**config.mk**
```make
export PLATFORM = sky130hd
export DESIGN_NAME = uart_rx_ctrl
export DESIGN_NICKNAME = d
export VERILOG_FILES = /design/src/rtl/uart_pkg.sv /design/src/rtl/uart_rx_fifo.sv /design/src/rtl/uart_rx_ctrl.sv
export SDC_FILE = /design/constraint.sdc
export NUM_CORES = 1
export LEC_CHECK = 0
export CAP_MARGIN = 20
export CELL_PAD_IN_SITES_DETAIL_PLACEMENT = 2
export CELL_PAD_IN_SITES_GLOBAL_PLACEMENT = 2
export CORE_UTILIZATION = 35
export CTS_BUF_LIST = sky130_fd_sc_hd__clkbuf_8
export CTS_CLUSTER_DIAMETER = 30
export DETAILED_ROUTE_END_ITERATION = 10
export PLACE_DENSITY = 0.67
export SETUP_SLACK_MARGIN = 0.15
export SLEW_MARGIN = 30
export SYNTH_ARGS = -nofsm -noshare
export SYNTH_HDL_FRONTEND = slang
export SYNTH_SLANG_ARGS = --single-unit
```
**constraint.sdc**
```tcl
create_clock -name clk -period 4.8 [get_ports clk]
set_input_delay 0.48 -clock clk [delete_from_list [all_inputs] [get_ports clk]]
set_output_delay 0.48 -clock clk [all_outputs]
set_load 0.005 [all_outputs]
```
**src/rtl/uart_pkg.sv**
```systemverilog
// Shared UART definitions: receiver/transmitter FSM state encoding and default oversampling.
package uart_pkg;

  typedef enum logic [1:0] {
    IDLE  = 2'd0,
    START = 2'd1,
    DATA  = 2'd2,
    STOP  = 2'd3
  } uart_state_e;

  localparam int OS_DEFAULT = 8;

endpackage

```
**src/rtl/uart_rx_fifo.sv**
```systemverilog
// Byte FIFO for received UART data; push while full is honoured only when a pop frees a slot.
module uart_rx_fifo #(
  parameter int DEPTH = 4
) (
  input  logic                       clk,
  input  logic                       rst_n,
  input  logic                       push,
  input  logic [7:0]                 din,
  input  logic                       pop,
  output logic [7:0]                 dout,
  output logic [$clog2(DEPTH):0]     level,
  output logic                       full,
  output logic                       empty
);

  localparam int AW = $clog2(DEPTH);
  localparam logic [AW:0] FullLevel = (AW+1)'(DEPTH);

  logic [7:0]    mem_q [DEPTH];
  logic [AW-1:0] wr_ptr_q, rd_ptr_q;
  logic [AW:0]   level_q, level_d;
  logic          do_push, do_pop;

  assign empty   = (level_q == '0);
  assign full    = (level_q == FullLevel);
  assign do_pop  = pop && !empty;
  assign do_push = push && (!full || do_pop);
  assign level   = level_q;
  assign dout    = empty ? 8'h00 : mem_q[rd_ptr_q];

  always_comb begin
    level_d = level_q;
    case ({do_push, do_pop})
      2'b10:   level_d = level_q + 1'b1;
      2'b01:   level_d = level_q - 1'b1;
      default: level_d = level_q;
    endcase
  end

  always_ff @(posedge clk) begin
    if (!rst_n) begin
      wr_ptr_q <= '0;
      rd_ptr_q <= '0;
      level_q  <= '0;
    end else begin
      if (do_push) wr_ptr_q <= wr_ptr_q + 1'b1;
      if (do_pop)  rd_ptr_q <= rd_ptr_q + 1'b1;
      level_q <= level_d;
    end
  end

  // Storage needs no reset: dout is forced to zero whenever the FIFO is empty.
  always_ff @(posedge clk) begin
    if (do_push) mem_q[wr_ptr_q] <= din;
  end

endmodule

```
**src/rtl/uart_rx_ctrl.sv**
```systemverilog
// 8N1 UART receiver: synchronizer, oversampled bit-timing FSM and output FIFO.
module uart_rx_ctrl
  import uart_pkg::*;
#(
  parameter int OS    = OS_DEFAULT,
  parameter int DEPTH = 4
) (
  input  logic                     clk,
  input  logic                     rst_n,
  input  logic                     rx,
  output logic [7:0]               data,
  output logic                     valid,
  input  logic                     ready,
  output logic                     frame_err,
  output logic                     overrun,
  output logic [$clog2(DEPTH):0]   level
);

  localparam int CW = $clog2(OS);
  localparam logic [CW-1:0] CntHalf = CW'(OS/2 - 1);
  localparam logic [CW-1:0] CntLast = CW'(OS - 1);

  logic          s1_q, s2_q, s2d_q;
  uart_state_e   state_q, state_d;
  logic [CW-1:0] cnt_q, cnt_d;
  logic [2:0]    idx_q, idx_d;
  logic [7:0]    shift_q, shift_d;
  logic          frame_err_q, frame_err_d;
  logic          overrun_q, overrun_d;
  logic          push, pop;
  logic          fifo_full, fifo_empty;

  assign valid     = !fifo_empty;
  assign pop       = valid && ready;
  assign frame_err = frame_err_q;
  assign overrun   = overrun_q;

  // cnt wraps naturally modulo OS because OS is a power of two.
  always_comb begin
    state_d     = state_q;
    cnt_d       = cnt_q;
    idx_d       = idx_q;
    shift_d     = shift_q;
    push        = 1'b0;
    frame_err_d = 1'b0;
    overrun_d   = 1'b0;
    case (state_q)
      IDLE: begin
        if (s2d_q && !s2_q) begin
          state_d = START;
          cnt_d   = '0;
        end
      end
      START: begin
        cnt_d = cnt_q + 1'b1;
        if (cnt_q == CntHalf) begin
          if (!s2_q) begin
            state_d = DATA;
            cnt_d   = '0;
            idx_d   = '0;
          end else begin
            state_d = IDLE;
          end
        end
      end
      DATA: begin
        cnt_d = cnt_q + 1'b1;
        if (cnt_q == CntLast) begin
          shift_d[idx_q] = s2_q;
          idx_d          = idx_q + 1'b1;
          if (idx_q == 3'd7) state_d = STOP;
        end
      end
      STOP: begin
        cnt_d = cnt_q + 1'b1;
        if (cnt_q == CntLast) begin
          state_d = IDLE;
          if (!s2_q)                  frame_err_d = 1'b1;
          else if (!fifo_full || pop) push        = 1'b1;
          else                        overrun_d   = 1'b1;
        end
      end
      default: state_d = IDLE;
    endcase
  end

  always_ff @(posedge clk) begin
    if (!rst_n) begin
      s1_q        <= 1'b1;
      s2_q        <= 1'b1;
      s2d_q       <= 1'b1;
      state_q     <= IDLE;
      cnt_q       <= '0;
      idx_q       <= '0;
      shift_q     <= '0;
      frame_err_q <= 1'b0;
      overrun_q   <= 1'b0;
    end else begin
      s1_q        <= rx;
      s2_q        <= s1_q;
      s2d_q       <= s2_q;
      state_q     <= state_d;
      cnt_q       <= cnt_d;
      idx_q       <= idx_d;
      shift_q     <= shift_d;
      frame_err_q <= frame_err_d;
      overrun_q   <= overrun_d;
    end
  end

  uart_rx_fifo #(.DEPTH(DEPTH)) u_fifo (
    .clk   (clk),
    .rst_n (rst_n),
    .push  (push),
    .din   (shift_q),
    .pop   (pop),
    .dout  (data),
    .level (level),
    .full  (fifo_full),
    .empty (fifo_empty)
  );

endmodule

```
After elaboration in Yosys (flattened, before gate mapping)
Memory sizes are Yosys's and may differ from the RTL's. A register that Yosys moved wholly into a read port is not among the register bits. Cells that the tools add are included.

Register bits after elaboration: 28. Bits in writable memories: 32. Output and inout bits: 14. Word-level logic and storage cells: 86. Memories: 1.

Memories: u_fifo.mem_q (words 4, bits a word 8, read ports 1, clocked after Yosys merged registers in 1, write ports 1, RTL line uart_rx_fifo.sv:19) `logic [7:0] mem_q [DEPTH];`.

Add/subtract/negate cells: 6. $lt $le $gt $ge: 2. Eq/ne operators: 15. Muxes and demuxes: 30. Reduce and logical (&&, ||, !) cells: 20.

Operators by type and width (count): $mux 3 (6); $mux 2 (8); $ne 2x2->1 const B (6); $pmux 3 s2 (2); $add 3x1->3 const B (3); $eq 3x3->1 const B (3); $mux 1 (9); $pmux 3 s3 (1); $bwmux 8 (1); $mux 8 (1); $pmux 2 s4 (1); $reduce_and 4->1 (2); $eq 2x2->1 const B (3); $logic_and 1x1->1 (5); $reduce_and 5->1 (1); $add 2x1->2 const B (2); $eq 2x1->1 const B (2); $lt 3x4->1 const B (1); $reduce_bool 2->1 (2); $demux 1 s3 (1); $eq 3x2->1 const B (1); $ge 3x1->1 const B (1); $logic_not 1->1 (3); $logic_not 3->1 (1); other kinds (6) (7).

Logic depth before layout (Yosys ltp)
Gate-level depths: netlist (run 1).

Depth after elaboration: 11. Depth in mapped cells: 11.

By module
From an unflattened synthesis (run 1), not the netlist that was laid out.

Cells, all modules: 226. Area total of the unflattened synthesis: 2840.2 um^2.

By module, submodules not included: uart_rx_fifo (instances 1, cells an instance 118, area an instance 1809.2 um^2, seq. area each 1141.1 um^2); uart_rx_ctrl (instances 1, cells an instance 108, area an instance 1031.0 um^2, seq. area each 420.4 um^2).

Worst setup path after synthesis (run 1)
Ideal clock, no wire load.

Path kind: register -> register. Start point: register cnt_q[0]. End point: register u_fifo.level_q[2] (netlist: u_fifo.level[2]). Library setup time: 0.071 ns. Arrival: 2.226 ns. Required time: 4.729 ns. Path slack: 2.503 ns. Cell stages (with the launch flop): 12. Path buffers: 0. Clock period less this slack: 2.297 ns. Cell sequence: dfxtp_1 > ha_1 > ha_1 > nand4_4 > nor2_2 > inv_1 > ha_1 > inv_1 > fa_1 > xor2_1 > or3_1 > a21oi_1.

Cells in the longest elaborated chain, start to end: 6. Elaborated cells on any way between the ends: 8. Those cells by class: 3 x eq/ne; 3 x mux; 2 x reduce/logical.

RTL lines: start: declaration (RTL line uart_rx_ctrl.sv:25) `logic [CW-1:0] cnt_q, cnt_d;`; start signal: assignment (RTL line uart_rx_ctrl.sv:103) `cnt_q <= cnt_d;`; $eq 3x3->1 * (RTL line uart_rx_ctrl.sv:76) `if (cnt_q == CntLast) begin`; $mux 1 * (RTL line uart_rx_ctrl.sv:76); $mux 1 * (RTL line uart_rx_ctrl.sv:47) `case (state_q)`; $logic_and 1x1->1 * (RTL line uart_rx_fifo.sv:27) `assign do_push = push && (!full || do_pop);`; $eq 2x1->1 or $eq 2x2->1 (tied branches) (RTL line uart_rx_fifo.sv:33) `case ({do_push, do_pop})`; $pmux 3 s2 or $reduce_bool 2->1 (tied branches); end signal: assignment (RTL line uart_rx_fifo.sv:48) `level_q <= level_d;`; end: declaration (RTL line uart_rx_fifo.sv:21) `logic [AW:0] level_q, level_d;`.

Mark *: on every way between the ends. The rest lies on a longest branch, timed or not. A chain may end at the register's enable or synchronous reset.

==> out/summary.log, run 1 <==
INFO  run_status     status=finished, final reports clean
INFO  placed_design  place_congestion=0.763
INFO  global_routing globalRouteOverflowTotal=0
INFO  synth          postSynth.asyncResetShare=0%
INFO  synth          synth_ff_type=edfxtp_1
INFO  synth          post-synth-top-count-cell=edfxtp_1
INFO  synth          synth.ff_latch_count=62
INFO  synth          area_share_of_the_leading_cell_type_in_the_synthesized_netlist=35.3%
INFO  placed_design  place.detailed.instances=316
INFO  floorplanning  floorplan.core_area=7370um^2
INFO  flow_run       maxCapViolCount=0
INFO  clocking       cts_hold_repair.buffers=0
INFO  route          drt_first_iter_violations=59
INFO  synth          synthesis.area=2720um^2
INFO  layout         final_antenna_diode_count=0
INFO  clocking       clk_latency=0.33ns
INFO  layout         utilization=42.9%
INFO  clocking       htreeDepth=3
INFO  synth          synthesis.yosys.warnings=0
INFO  timing         final.min_clock_period=2.71ns
INFO  synth          synth.yosys.seq_area_share=57.4%
INFO  route          drcViolationCount=0
INFO  worst_setup_path worst_ep_required_time=4.32ns
INFO  timing         timing.final.hold_violations=0
INFO  timing         max_slew_violations=0
INFO  global_routing grt_antenna_before_repair=0
INFO  pwr            power=1.03mW
INFO  synth          syn-instance-count=211
INFO  floorplanning  number_of_placed_i_o_pins=18
INFO  timing         timing.fmax=369MHz
INFO  pwr            leakage=1.09nW
INFO  worst_setup_path crit_path_max_fanout=8
INFO  layout         drive_above_1_share=14.2%
INFO  worst_hold_path holdCritPathClass=flip-flop to flip-flop
INFO  route          routed_wirelength=5.97mm
INFO  worst_setup_path worstSetupPathType=flip-flop to output port
INFO  placed_design  place.port_buffers=17
INFO  synth          synth_edf_count=32
INFO  synth          synthTopCellsByCount=edfxtp_1 (32), dfxtp_1 (30), nand2_1 (16)
INFO  timing         timing.max_slew.rel_slack=43.0%
INFO  layout         final_cell_area=3160um^2
INFO  timing         finalSetupTns=0ns
INFO  global_routing grt_max_degree=22
INFO  worst_setup_path worst-endpoint-arrival=2.23ns
INFO  global_routing grt_pass1_wl=9.97mm
INFO  layout         final_net_count=244
INFO  route          routedWlPerCell=18.0um
INFO  pwr            irDropWorstVdd=0.117mV
INFO  route          via_per_inst=5.10
INFO  layout         syn_to_final_growth=16.0%
INFO  pwr            power.density=328nW/um^2
INFO  placed_design  dpl-instance-area=2960um^2
INFO  clocking       cts.reportedPaths.clkPinSlew=0.07ns
INFO  placed_design  hpwlAfterDp=4.14mm
INFO  worst_setup_path startpoint_type=flip-flop
INFO  clocking       post_cts.repair.setup_buffers=0
INFO  synth          syn-num-nets=227
INFO  route          postRouteAntennaNets=0
INFO  clocking       cts_made_buffers=9
INFO  layout         post_layout_instance_count_excluding_filler_cells=332
INFO  timing         rsz0062_at_grt=no
INFO  floorplanning  floorplan.die_area=8140um^2
INFO  global_routing groute.usage.overall=16.1%
INFO  synth          syn-mean-instance-area=12.9um^2
INFO  worst_setup_path timing.critical_path.to_type=output port
INFO  timing         fin_crit_sh=56.5%
INFO  clocking       tritoncts_clock_tree=done
INFO  timing         finClkSkew=0.00883ns
INFO  clocking       clockRootBuffer=clkbuf_8
INFO  layout         layout.filler_cells=769
INFO  timing         worst-slew-pin-transition=0.851ns
INFO  route          count_of_tritonroute_iterations_in_the_first_routing_pass=4
INFO  global_routing grt_pass1_vias=1925
INFO  floorplanning  fp-row-count=31
INFO  synth          yosys.area.top_type=edfxtp_1
INFO  clocking       cts_resized=0
INFO  synth          synth.lib_cells_used.distinct=48
INFO  floorplanning  initial_utilization=36.9%
INFO  route          detailroute.via_count=1692
INFO  floorplanning  die_h=90.2um
INFO  clocking       clock_tree.buffer_depth=2
INFO  floorplanning  floorplan.die.width=90.2um
INFO  synth          ys_top_cells_by_area=edfxtp_1 (35%), dfxtp_1 (22%), mux4_2 (6.6%)
INFO  timing         setup_viol=0
INFO  clocking       cts_sinks=62
==> cell usage in the layout (no fill, tap or decap), types with 2 or more instances in the layout <==
master and instances:
edfxtp_1 32, dfxtp_1 30, clkdlybuf4s50_1 17, nand2_1 16, inv_1 12, ha_1 11, nor2b_1 9, clkbuf_8 9
mux4_2 8, a21oi_1 8, mux2i_1 7, o21ai_0 7, nor2_1 6, nand2b_1 5, or3_1 5, and2_1 4
clkinvlp_4 3, nor3_2 2, and4bb_1 2, a32o_1 2, and3_1 2, xor2_1 2, o21ai_1 2, nor3b_2 2
o41ai_1 2, nand3_1 2, nand3b_1 2
==> path summary, 6_finish.rpt <==
kind | start | end | slack (ns) | cells after the start
worst max-delay path | flip-flop | data[7] | 2.09 | 3
worst min-delay path | s1_q | s2_q | 0.42 | 1
worst max register to register | cnt_q[0] | u_fifo.level[2] | 2.15 | 11
worst min register to register | s1_q | s2_q | 0.42 | 1
==> cell families after synthesis <==
logic type	Yosys count	share of synthesized area (%)
AND/OR/NAND/NOR	66	15.9
multiplexers	15	9.19
XOR/XNOR	3	0.965
AO/OA/AOI/OAI	29	7.03
flip-flops	62	57.4
buffers and inverters	24	3.81
adder cells (fa/ha/maj)	12	5.79
==> per-layer routing <==
metal  global-route usage, %  share of wire (%)  wire length, um  vias up
met4                    6.59               0.49               29        0
met1                    18.1                 42             2540      864
met5                       0                  0                0        -
li1                        -                  -                -      805
met2                    29.7                 55             3280       21
met3                    3.13                2.2              129        2
==> stage by stage <==
stage               worst slack (ns)  hold slack, ns
global route                    1.92           0.437
floorplan                       2.50           0.386
detailed placement              1.83           0.400
finish                          2.09           0.422
global placement                2.02           0.399
CTS                             2.01           0.422
==> report_power, final <==
part / total (mW) / switching, mW / internal, mW
clock network: 0.458 / 0.217 / 0.240
logic: 0.0191 / 0.0108 / 0.00833
registers: 0.558 / 0.00435 / 0.554
==> sequential cells by signal, indices dropped and copies added (netlist names), named ones only <==
name,count
u_fifo.wr_ptr_q,2
u_fifo.rd_ptr_q,2
shift_q,8
s2_q,1
u_fifo.mem_q,32
u_fifo.level,3
s1_q,1
overrun,1
frame_err,1
cnt_q,3
state_q,1
idx_q,3
s2d_q,1
==> layout make-up <==
type                       count  area [um^2]  area share [%]
clock buffer                   9          124            3.92
clock inverter                 7         73.8            2.34
timing repair buffer          17          170            5.39
inverter                      13         48.8            1.54
multi-input combinational    125         1060            33.5
sequential                    62         1560            49.4
tap                           99          124            3.92
==> critical path, cell delays in order, from the launching register on <==
cell and delay (ns):
dfxtp_1 0.67, mux4_2 0.59, nor2b_1 0.15, clkdlybuf4s50_1 0.48
Note: power is estimated with default switching activity, not from simulation.
==> run 2, diff against run 1 <==
Settings changed: PLACE_DENSITY 0.67 to 0.7.
Clock period 4.8 ns to 2.4 ns, I/O delays scaled along.
==> out/summary.log, run 2 (synthesis results as in run 1) <==
INFO  pwr            irDropWorstVdd=0.313mV
INFO  clocking       cts_sinks=62
INFO  worst_setup_path crit_path_max_incr_delay=0.37ns
INFO  route          drcViolationCount=0
INFO  timing         max_slew_violations=0
INFO  timing         finClkSkew=0.0113ns
INFO  worst_hold_path whs_endpoint=s2_q
INFO  global_routing grt_max_degree=21
INFO  floorplanning  die_h=90.2um
INFO  layout         drive_above_1_share=20.0%
INFO  global_routing groute.usage.overall=16.3%
INFO  layout         top_regs=u_fifo.mem_q (32), shift_q (8)
INFO  route          drt_first_iter_violations=60
INFO  worst_setup_path worst-endpoint-arrival=2.45ns
INFO  pwr            leakage=1.22nW
INFO  layout         final_antenna_diode_count=0
INFO  clocking       clockRootBuffer=clkbuf_8
INFO  global_routing grt_pass1_wl=9.96mm
INFO  route          count_of_tritonroute_iterations_in_the_first_routing_pass=4
INFO  worst_hold_path min_path_cells=1
INFO  worst_setup_path timing.reg2reg.worst_path_depth=11
INFO  clocking       cts_made_buffers=9
INFO  clocking       clock_tree.buffer_depth=2
INFO  timing         worst-slew-pin-transition=0.466ns
INFO  worst_setup_path library_cell_contributing_the_largest_single_delay_on_the_critical_path=dfxtp_4
INFO  placed_design  place_congestion=0.696
INFO  layout         largest_register_ffs=32
INFO  route          detailroute.via_count=1722
INFO  timing         timing.max_slew.rel_slack=68.9%
INFO  global_routing globalRouteOverflowTotal=0
INFO  layout         regArea=1570um^2
INFO  timing         rsz0062_at_grt=yes
INFO  route          routedWlPerCell=17.2um
INFO  clocking       clk_latency=0.34ns
INFO  layout         multi_input_area=1090um^2
INFO  route          postRouteAntennaNets=0
INFO  floorplanning  number_of_placed_i_o_pins=18
INFO  timing         setup_viol=0
INFO  placed_design  hpwlAfterDp=4.15mm
INFO  global_routing grt_pass1_vias=1932
INFO  floorplanning  floorplan.core_area=7370um^2
INFO  timing         final.min_clock_period=2.17ns
INFO  route          via_per_inst=5.01
INFO  layout         layout.filler_cells=744
INFO  worst_hold_path hold_path.startpoint=s1_q
INFO  worst_setup_path rr_startpoint=cnt_q[0]
INFO  timing         finalSetupTns=0ns
INFO  layout         registers.top_by_ff_count=u_fifo.mem_q
INFO  flow_run       maxCapViolCount=0
INFO  layout         final_net_count=256
INFO  worst_setup_path startpoint_type=flip-flop
INFO  route          routed_wirelength=5.91mm
INFO  worst_setup_path crit_path_max_fanout=4
INFO  worst_setup_path worst_r2r_endpoint=u_fifo.level[2]
INFO  floorplanning  fp-row-count=31
INFO  global_routing grt_antenna_before_repair=0
INFO  worst_setup_path crit_path_cell_trace=ha_4 > ha_2 > nand4_4 > nor2_2 > inv_1 > ha_2 > inv_1 > fa_2 > xor2_1 > or3_1 > a21oi_1
INFO  floorplanning  floorplan.die.width=90.2um
INFO  floorplanning  floorplan.die_area=8140um^2
INFO  timing         timing.fmax=460MHz
INFO  timing         timing.final.hold_violations=0
INFO  worst_setup_path worst_ep_required_time=2.68ns
INFO  layout         mostFrequentLayoutCells=edfxtp_1 (32), dfxtp_1 (29), nand2_1 (16), clkdlybuf4s50_1 (15), inv_1 (14)
INFO  layout         layout_commonest_cell=edfxtp_1
INFO  layout         final_cell_area=3290um^2
INFO  timing         fin_ws=0.228ns
INFO  run_status     status=finished, final reports clean
INFO  placed_design  dpl-instance-area=3040um^2
INFO  placed_design  dp_worst_setup_slack=-0.0856ns
INFO  worst_hold_path holdCritPathClass=flip-flop to flip-flop
INFO  worst_setup_path timing.critical_path.to_type=flip-flop
INFO  pwr            power.density=626nW/um^2
INFO  placed_design  place.port_buffers=17
INFO  timing         fin_crit_sh=90.5%
INFO  clocking       cts.reportedPaths.clkPinSlew=0.07ns
INFO  clocking       htreeDepth=3
INFO  layout         utilization=44.6%
INFO  clocking       tritoncts_clock_tree=done
INFO  worst_setup_path worstSetupPathType=flip-flop to flip-flop
INFO  layout         syn_to_final_growth=20.7%
INFO  floorplanning  initial_utilization=36.9%
INFO  worst_setup_path reg2reg_slack=0.23ns
## run 2: changes by cell type in the layout (fill, tap and decap cells not counted), moves of 2 or more
cell and change:
ha_2 +2, clkdlybuf4s50_1 -2, clkinvlp_4 -2, dlymetal6s2s_1 +2, ha_1 -3, clkinv_2 +2
inv_1 +2, buf_4 +11
## run 2: worst max path at each step
stage	start	to	slack, ns	cells past startpoint
finish	cnt_q[0]	u_fifo.level[2]	0.23	11
floorplan	cnt_q[0]	u_fifo.level[2]	0.18	11
global route	cnt_q[0]	u_fifo.level[2]	0.11	11
detailed placement	ready	u_fifo.level[2]	-0.09	10
global placement	ready	u_fifo.level[2]	0.01	10
CTS	cnt_q[0]	u_fifo.level[2]	0.14	11
## run 2: timing repair
item / 4_1_cts / 5_1_grt
gates resized for setup: 2 / 8
setup endpoints to repair: 4 / 7
hold buffers: 0 / 0
buffers inserted: 0 / 2
## run 2: final cells by class
class                           count  area share (%)
Sequential cell                    62            47.6
Multi-Input combinational cell    125            33.1
Clock buffer                       10            4.19
Timing Repair Buffer               29            8.19
Clock inverter                      6            1.68
Tap cell                           99            3.77
Inverter                           13            1.49
## run 2: worst max-delay path, delay by kind of cell, from the launching register on
| kind | cells | cell delay (ns) |
|---|---|---|
| xor+xnor | 1 | 0.16 |
| fa+ha+maj | 4 | 0.87 |
| compound gates | 1 | 0.14 |
| buf+inv | 2 | 0.11 |
| flops | 1 | 0.37 |
| simple gates | 3 | 0.46 |
## run 2: power breakdown
part | internal (mW) | switching, mW
Combinational | 0.0201 | 0.0244
Sequential | 1.11 | 0.00739
Clock | 0.497 | 0.400
## run 2: routing by layer
metal | vias to the layer above | routed length [um] | global-route usage, % | share of wire (%)
met5 | - | 0 | 0 | 0
met4 | 0 | 79 | 6.45 | 1.3
met3 | 8 | 151 | 4.99 | 2.6
met2 | 20 | 3070 | 27.6 | 52
met1 | 866 | 2610 | 19.2 | 44
li1 | 828 | - | - | -
## run 2: metrics by stage
stage	power, mW	hold slack, ns	cells
after floorplan	1.17	0.335	211
after global placement	1.18	0.396	326
after detailed placement	1.18	0.403	326
after CTS	2.09	0.430	342
after global routing	2.14	0.456	344
final	2.06	0.421	344
